===== config.mk =====
export PLATFORM = sky130hd
export DESIGN_NAME = ten_gig_link_ctrl
export DESIGN_NICKNAME = d
export VERILOG_FILES = /design/src/rtl/ten_gig_link_ctrl.sv
export SDC_FILE = /design/constraint.sdc
export NUM_CORES = 1
export LEC_CHECK = 0
export ABC_CLOCK_PERIOD_IN_PS = 2300
export BUFFER_PORTS_ARGS = -buffer_cell sky130_fd_sc_hd__buf_2
export CAP_MARGIN = 20
export CORE_MARGIN = 1
export CORE_UTILIZATION = 44
export CTS_CLUSTER_DIAMETER = 50
export DETAILED_ROUTE_END_ITERATION = 6
export PLACE_DENSITY_LB_ADDON = 0.05
export SYNTH_ARGS = -nofsm -noshare
export SYNTH_HDL_FRONTEND = slang
export SYNTH_SLANG_ARGS = --single-unit

===== constraint.sdc =====
create_clock -name i_clk -period 2.3 [get_ports i_clk]
set_input_delay 0.23 -clock i_clk [delete_from_list [all_inputs] [get_ports i_clk]]
set_output_delay 0.23 -clock i_clk [all_outputs]
set_load 0.02 [all_outputs]

===== src/rtl/ten_gig_link_ctrl.sv =====
// 10GBASE-R link bring-up controller.
// Sequences the PCS/PMA reset, waits for reset-done, block lock and receive
// link, requires a stable window before declaring the link up, and gates the
// XGMII transmit stream to idles whenever the link is not up.
// Optional feature: define LINK_CTRL_STAT_EN to enable the link-drop counter;
// otherwise o_link_drop_cnt is tied to zero.
module ten_gig_link_ctrl #(
  parameter int unsigned P_RST_CYCLES = 16,
  parameter int unsigned P_TIMEOUT    = 1000000,
  parameter int unsigned P_STABLE     = 1024
) (
  input  logic        i_clk,
  input  logic        i_rst,
  input  logic        i_soft_rst,
  input  logic        i_rst_done,
  input  logic        i_block_sync,
  input  logic        i_pcs_rx_link,
  input  logic [63:0] i_xgmii_txd,
  input  logic [7:0]  i_xgmii_txc,
  output logic [63:0] o_xgmii_txd,
  output logic [7:0]  o_xgmii_txc,
  output logic        o_pcs_rst,
  output logic        o_link_up,
  output logic [7:0]  o_retry_cnt,
  output logic [15:0] o_link_drop_cnt
);

  localparam logic [63:0] IdleTxd = 64'h0707070707070707;
  localparam logic [7:0]  IdleTxc = 8'hFF;

  // One shared cycle counter serves the reset hold, both timeouts and the
  // stable window; it is sized for the largest of the three.
  localparam int unsigned MaxRt  = (P_RST_CYCLES > P_TIMEOUT) ? P_RST_CYCLES : P_TIMEOUT;
  localparam int unsigned CntMax = (MaxRt > P_STABLE) ? MaxRt : P_STABLE;
  localparam int unsigned CntW   = $clog2(CntMax + 1);

  localparam logic [CntW-1:0] CntOne     = CntW'(1);
  localparam logic [CntW-1:0] RstLast    = CntW'(P_RST_CYCLES - 1);
  localparam logic [CntW-1:0] ToLast     = CntW'(P_TIMEOUT - 1);
  localparam logic [CntW-1:0] StableLast = CntW'(P_STABLE - 1);

  typedef enum logic [2:0] {
    StReset,
    StWaitDone,
    StWaitSync,
    StStable,
    StUp
  } state_e;

  state_e          state_q, state_d;
  logic [CntW-1:0] cnt_q, cnt_d;
  logic [7:0]      retry_q, retry_d;
  logic            link_up_q, link_up_d;
  logic [63:0]     txd_q, txd_d;
  logic [7:0]      txc_q, txc_d;

  // Status synchronizers: bit 2 rst_done, bit 1 block_sync, bit 0 pcs_rx_link.
  logic [2:0] meta_q, meta_d;
  logic [2:0] sync_q, sync_d;

  logic rst_done_s;
  logic link_good_s;
  logic timeout;

  assign rst_done_s  = sync_q[2];
  assign link_good_s = sync_q[1] & sync_q[0];

  // Next value of the two synchronizer stages.
  always_comb begin
    meta_d = {i_rst_done, i_block_sync, i_pcs_rx_link};
    sync_d = meta_q;
  end

  // Bring-up FSM next state; a soft reset overrides everything, including a
  // coincident timeout, so it never counts as a retry.
  always_comb begin
    state_d = state_q;
    timeout = 1'b0;
    unique case (state_q)
      StReset: begin
        if (cnt_q == RstLast) state_d = StWaitDone;
      end
      StWaitDone: begin
        if (rst_done_s) begin
          state_d = StWaitSync;
        end else if (cnt_q == ToLast) begin
          state_d = StReset;
          timeout = 1'b1;
        end
      end
      StWaitSync: begin
        if (!rst_done_s) begin
          state_d = StReset;
        end else if (link_good_s) begin
          state_d = StStable;
        end else if (cnt_q == ToLast) begin
          state_d = StReset;
          timeout = 1'b1;
        end
      end
      StStable: begin
        if (!rst_done_s) begin
          state_d = StReset;
        end else if (!link_good_s) begin
          state_d = StWaitSync;
        end else if (cnt_q == StableLast) begin
          state_d = StUp;
        end
      end
      StUp: begin
        if (!rst_done_s) begin
          state_d = StReset;
        end else if (!link_good_s) begin
          state_d = StWaitSync;
        end
      end
      default: state_d = StReset;
    endcase
    if (i_soft_rst) begin
      state_d = StReset;
      timeout = 1'b0;
    end
  end

  // Cycle counter: cleared on every state entry (and on soft reset, which
  // restarts the RESET hold); it is not needed while UP so it holds there.
  always_comb begin
    cnt_d = cnt_q;
    if ((state_d != state_q) || i_soft_rst) begin
      cnt_d = '0;
    end else if (state_q != StUp) begin
      cnt_d = cnt_q + CntOne;
    end
  end

  // Retry counter saturates rather than wrapping.
  always_comb begin
    retry_d = retry_q;
    if (timeout && (retry_q != 8'hFF)) retry_d = retry_q + 8'd1;
  end

  // Registered outputs: link_up follows the next state so it is high exactly
  // while the state register holds UP; the data gate uses the current state,
  // giving one cycle of latency through the gate.
  always_comb begin
    link_up_d = (state_d == StUp);
    if (state_q == StUp) begin
      txd_d = i_xgmii_txd;
      txc_d = i_xgmii_txc;
    end else begin
      txd_d = IdleTxd;
      txc_d = IdleTxc;
    end
  end

  // State and datapath registers.
  always_ff @(posedge i_clk or negedge i_rst) begin
    if (!i_rst) begin
      state_q   <= StReset;
      cnt_q     <= '0;
      retry_q   <= '0;
      meta_q    <= '0;
      sync_q    <= '0;
      link_up_q <= 1'b0;
      txd_q     <= IdleTxd;
      txc_q     <= IdleTxc;
    end else begin
      state_q   <= state_d;
      cnt_q     <= cnt_d;
      retry_q   <= retry_d;
      meta_q    <= meta_d;
      sync_q    <= sync_d;
      link_up_q <= link_up_d;
      txd_q     <= txd_d;
      txc_q     <= txc_d;
    end
  end

`ifdef LINK_CTRL_STAT_EN
  logic [15:0] drop_q, drop_d;

  // Count UP exits caused by status loss; soft-reset exits are not link drops.
  always_comb begin
    drop_d = drop_q;
    if ((state_q == StUp) && (state_d != StUp) && !i_soft_rst && (drop_q != 16'hFFFF)) begin
      drop_d = drop_q + 16'd1;
    end
  end

  // Link-drop counter register.
  always_ff @(posedge i_clk or negedge i_rst) begin
    if (!i_rst) begin
      drop_q <= '0;
    end else begin
      drop_q <= drop_d;
    end
  end

  assign o_link_drop_cnt = drop_q;
`else
  assign o_link_drop_cnt = '0;
`endif

  // PCS reset is decoded straight from the state register so it is asserted
  // as soon as the asynchronous reset forces RESET.
  assign o_pcs_rst   = (state_q == StReset);
  assign o_link_up   = link_up_q;
  assign o_xgmii_txd = txd_q;
  assign o_xgmii_txc = txc_q;
  assign o_retry_cnt = retry_q;

endmodule


# Word level (Yosys, flattened, before mapping)
# Cells that the tools add are included.
totals:
  regBits: 110
  latchBits: 0
  ram_bits: 0
  rom_bits: 0
  output_inout_bits: 98
  word_cells: 48
  memories: 0
classes:
  addsub: 2
  multipliers: 0
  div_mod_pow: 0
  n_lt_le_gt_ge: 0
  n_eq_ne: 11
  shift: 0
  n_mux: 22
  bitwise_logic: 1
  n_reduce_logical: 4
op_table:
  columns: ["cell", "n"]
  rows:
  - ["64-bit two-way mux", 1]
  - ["20-bit two-way mux", 2]
  - ["3-bit two-way mux", 11]
  - ["20-bit by 1-bit adder with 20-bit output (second input constant)", 1]
  - ["20-bit by 10-bit == test with 1-bit output (second input constant)", 1]
  - ["20-bit == test (second input constant)", 1]
  - ["20-bit by 4-bit == test with 1-bit output (second input constant)", 1]
  - ["3-bit one-hot mux with 5 select lines", 1]
  - ["8-bit by 1-bit adder with 8-bit output (second input constant)", 1]
  - ["8-bit two-way mux", 1]
  - ["8-bit inequality test (second input constant)", 1]
  - ["3-bit by 2-bit == test with 1-bit output (second input constant)", 2]
  - ["3-bit == test (second input constant)", 2]
  - ["1-bit two-way mux", 5]
  - ["3-bit by 1-bit == test with 1-bit output (second input constant)", 1]
  - ["3-bit logical NOT", 1]
  - ["3-bit inequality test", 1]
  - ["3-bit inequality test (second input constant)", 1]
  - ["1-bit one-hot mux with 2 select lines", 1]
  - ["2-bit nonzero test", 1]
  - ["1-bit AND", 1]
  - ["1-bit logical AND", 1]
  - ["1-bit logical OR", 1]

# Longest topological paths before layout
logic_depth:
  ltp_word: 9
  depth_mapped: 8
  depth_no_buf: 7

# Worst setup path after synthesis
# No wires, ideal clock.
synth_timing:
  path_kind: "reg2reg"
  start: "register cnt_q[11]"
  end: "register cnt_q[1]"
  setup_ns: 0.094
  arrival_time_ns: 2.086
  setup_slack_ns: 0.120
  path_stages_with_launch: 8
  path_buffers: 1
  period_less_slack_ns: 2.180
  cell_sequence: "dfrtp_1 > or4_4 > nor4_4 > a311oi_1 > o21ai_1 > a21bo_2 > buf_6 > nor4b_4"
synth_between:
  elab_chain_cells: 9
  elab_cells_between_ends: 17
synth_rtl:
  columns: ["item", "line_no", "source"]
  rows:
  - ["start, declared", "51", "logic [CntW-1:0] cnt_q, cnt_d;"]
  - ["start signal, assigned", "169", "cnt_q <= cnt_d;"]
  - ["20-bit by 10-bit == test with 1-bit output / 20-bit == test (equally long branches)", "106, 86, 96", null]
  - ["3-bit two-way mux (on tied branches)", "106, 86, 96", null]
  - ["3-bit two-way mux (on tied branches)", "104, 94", null]
  - ["3-bit two-way mux (on tied branches)", "102, 92", null]
  - ["3-bit one-hot mux with 5 select lines *", "79", "unique case (state_q)"]
  - ["3-bit two-way mux *", "119", "if (i_soft_rst) begin"]
  - ["3-bit inequality test *", "129", "if ((state_d != state_q) || i_soft_rst) begin"]
  - ["1-bit logical OR *", "129", null]
  - ["20-bit two-way mux / 2-bit nonzero test (equally long branches)", null, null]
# Mark *: on every way between the ends. The rest lies on a longest branch, timed or not.
# A chain may end at the register's enable or synchronous reset.

# Worst setup path after layout
layout_timing:
  start: "register cnt_q[11]"
  end: "register cnt_q[1]"
layout_between:
  elab_chain_cells: 9
  elab_cells_between_ends: 17
layout_rtl:
  columns: ["item", "line_no", "source"]
  rows:
  - ["20-bit by 10-bit == test with 1-bit output / 20-bit == test (equally long branches)", "106, 86, 96", null]
  - ["3-bit two-way mux (on tied branches)", "106, 86, 96", null]
  - ["3-bit two-way mux (on tied branches)", "104, 94", null]
  - ["3-bit two-way mux (on tied branches)", "102, 92", null]
  - ["3-bit one-hot mux with 5 select lines *", "79", null]
  - ["3-bit two-way mux *", "119", null]
  - ["named net state_d[1]", "50", "state_e state_q, state_d;"]
  - ["3-bit inequality test *", "129", null]
  - ["1-bit logical OR *", "129", null]
  - ["20-bit two-way mux / 2-bit nonzero test (equally long branches)", null, null]
# Mark *: on every way through the listed nets, which the timed path passes. The rest lies on a longest branch.

==> results.cfg <==
[status]
status = completed

[drt]
dr.pass1.iters = 4
avgRoutedWirePerCell_um = 13.16
ant_nets = 0
dr.first_iter.drc_count = 116
vias = 3213
vias_per_cell = 4.630
routed_wl_mm = 9.134
drc = 0

[floorplanning]
fp.dieH_um = 103.3
core_area_um2 = 9864
start_util_pct = 45.76
pin_count = 176
die_w_um = 103.3
core.rowCount = 36
dieArea_um2 = 10670

[placed_design]
dp_hpwl_mm = 6.519
gp_congestion = 0.7703
dp.cells = 671
post-place-ws_ns = -0.01649
io_buffers = 159

[synthesis]
ys_ff_latch = 110
synth_edf_count = 0
syn_area_um2 = 4514
async_flop_share_pct = 100.0
seq_area_frac_synth_pct = 61.86
synth_cell_types = 49
yosysWarnings = 0
syn_avg_cell_area_um2 = 11.88
yosys_most_used_dff = dfrtp_1
syn_inst = 380

[sta]
fmax_ghz = 0.4427
fin_crit_sh_pct = 98.21
min_period_ns = 2.259
fin_ws_ns = 0.04117
rsz0062_at_grt = yes
slew_violations = 0
max_slew_margin_pct = 60.03
fin_worst_skew_ns = 0.008463
tightest_slew_ns = 0.5996
hold_viol = 0
setup_tns_ns = 0
setup_violations = 0

[clock_tree]
cts_buffer_depth = 2
cts_made_buffers = 9
cts_tree = yes
clk_latency_ns = 0.36
root_buffer = clkbuf_8
cts_sinks = 110
path_clk_slew_ns = 0.10
cts-htree-levels = 3

[pwr]
p_leak_uw = 0.002884
fin_total_pwr_uw = 3304
power_density_nw_per_um2 = 571.6
peakVddDrop_v = 0.0003717

[critical_path]
cp.buffers_inverters = 1
r2r-start = cnt_q[11]$_DFFE_PN0P_
critPathLaunchType = flip-flop
required_ns = 2.58
r2r_cells = 7
slowest_stage = or4_4
max_stage_delay_ns = 0.57
path_max_fanout = 20
r2r-end = cnt_q[1]$_DFFE_PN0P_
path_delay_family = simple AND/OR/NAND/NOR gates
cp_cell_sequence = or4_4 -> nor4_4 -> nand4b_1 -> a22o_1 -> xor2_2 -> buf_12 -> nor4b_4
worstSetupPathType = reg2reg
r2r_slack_ns = 0.04
arrival_ns = 2.54
worstSetupEndpointType = flip-flop

[grt]
grt_usage_pct = 18.14
gr-total-overflow = 0
grt_pass1_wl_mm = 14.63
antenna_found_initial = 0
grt_max_degree = 53
grt_pass1_vias = 3122

[final_layout]
final_common_cell = buf_2
stdcell_count = 694
drive_gt1_share_pct = 42.60
nets = 636
area_delta_synth_final_pct = 28.02
antenna_cells = 0
layout_common_cells = 158 x buf_2, 78 x dfrtp_1, 40 x and2_1

[run]
maxCapViolCount = 0

[hold_path]
hold_depth = 2
holdPathEnd = o_xgmii_txc[0]$_DFF_PN1_
worstHoldStart = i_xgmii_txc[0]
hold_class = in2reg
cell type report:
cell class / count / area (µm²)
fill: 876 / 4085
clock inverter: 3 / 43.79
clock buffer: 13 / 158.9
sequential: 110 / 2793
timing repair buffer: 183 / 1013
multi-input combinational: 250 / 1597
tap: 133 / 166.4
inverter: 2 / 7.507
cell usage after synthesis, types with 6 or more instances:
library cell,number,area (µm²)
nor3_1,24,120.1
xnor2_1,21,183.9
dfrtp_1,78,1952
nand2b_1,34,212.7
nand3_1,7,35.03
xor2_1,6,52.55
buf_4,16,120.1
nand2_1,34,127.6
nor2_1,7,26.28
clkbuf_1,11,41.29
and3_1,9,56.30
dfstp_2,32,840.8
nand4_1,10,62.56
and2_1,40,250.2
stage by stage:
step,hold slack [ns],area [µm²],util (%)
after floorplan,-0.06559,4571,-
after global placement,0.2751,5489,55.64
after detailed placement,0.2791,5489,55.64
after CTS,0.02577,5738,58.17
after global routing,0.02158,5779,58.59
final,0.05077,5779,58.59
logic make-up (layout without fill, tap and decap cells):
logic type	after synthesis	count (layout)	share of synthesized area (%)
AO/OA/AOI/OAI	19	19	3.021
XOR/XNOR	27	27	5.238
adder cells (fa/ha/maj)	2	2	0.5542
buffers and inverters	35	201	4.684
flip-flops	110	110	61.86
multiplexers	2	2	0.4712
other	1	16	0.08307
AND/OR/NAND/NOR	184	184	24.09
where the power goes:
part	leakage (µW)	internal, µW	switching (µW)
Sequential	0.00141	1950	8.71
Clock	0.000104	565	609
Combinational	0.00137	80.8	93.4
registers in the layout, indices dropped and copies added, names as in the netlist:
signal       cells
o_xgmii_txc      8
state_q          3
o_retry_cnt      8
sync_q           3
meta_q           3
cnt_q           20
o_link_up        1
o_xgmii_txd     64
how the worst max path moves through the flow:
| stage | slack (ns) | end | cells after the start | start |
|---|---|---|---|---|
| 6_report | 0.04 | cnt_q[1]$_DFFE_PN0P_ | 7 | cnt_q[11]$_DFFE_PN0P_ |
| 3_3_place_gp | 0.02 | cnt_q[1]$_DFFE_PN0P_ | 6 | cnt_q[11]$_DFFE_PN0P_ |
| 4_1_cts | 0.04 | cnt_q[1]$_DFFE_PN0P_ | 6 | cnt_q[11]$_DFFE_PN0P_ |
| 5_1_grt | -0.06 | cnt_q[1]$_DFFE_PN0P_ | 6 | cnt_q[11]$_DFFE_PN0P_ |
| 3_5_place_dp | -0.02 | cnt_q[1]$_DFFE_PN0P_ | 6 | cnt_q[11]$_DFFE_PN0P_ |
| 2_1_floorplan | 0.12 | cnt_q[1]$_DFFE_PN0P_ | 7 | cnt_q[11]$_DFFE_PN0P_ |
timing repair:
action,4_1_cts,5_1_grt
resized for setup,1,3
pin swaps,0,0
hold buffers,4,0
hold endpoints to repair,38,0
setup endpoints to repair,2,20
buffers inserted,0,3
metal layers:
layer / up-vias / wire length (µm) / global-route usage, %
met1: 1516 / 3822 / 22.83
met2: 107 / 4538 / 28.62
met5: - / 0 / 0
met4: 0 / 103 / 6.609
met3: 9 / 670 / 6.989
li1: 1581 / - / -
Note: power is estimated with default switching activity, not from simulation.
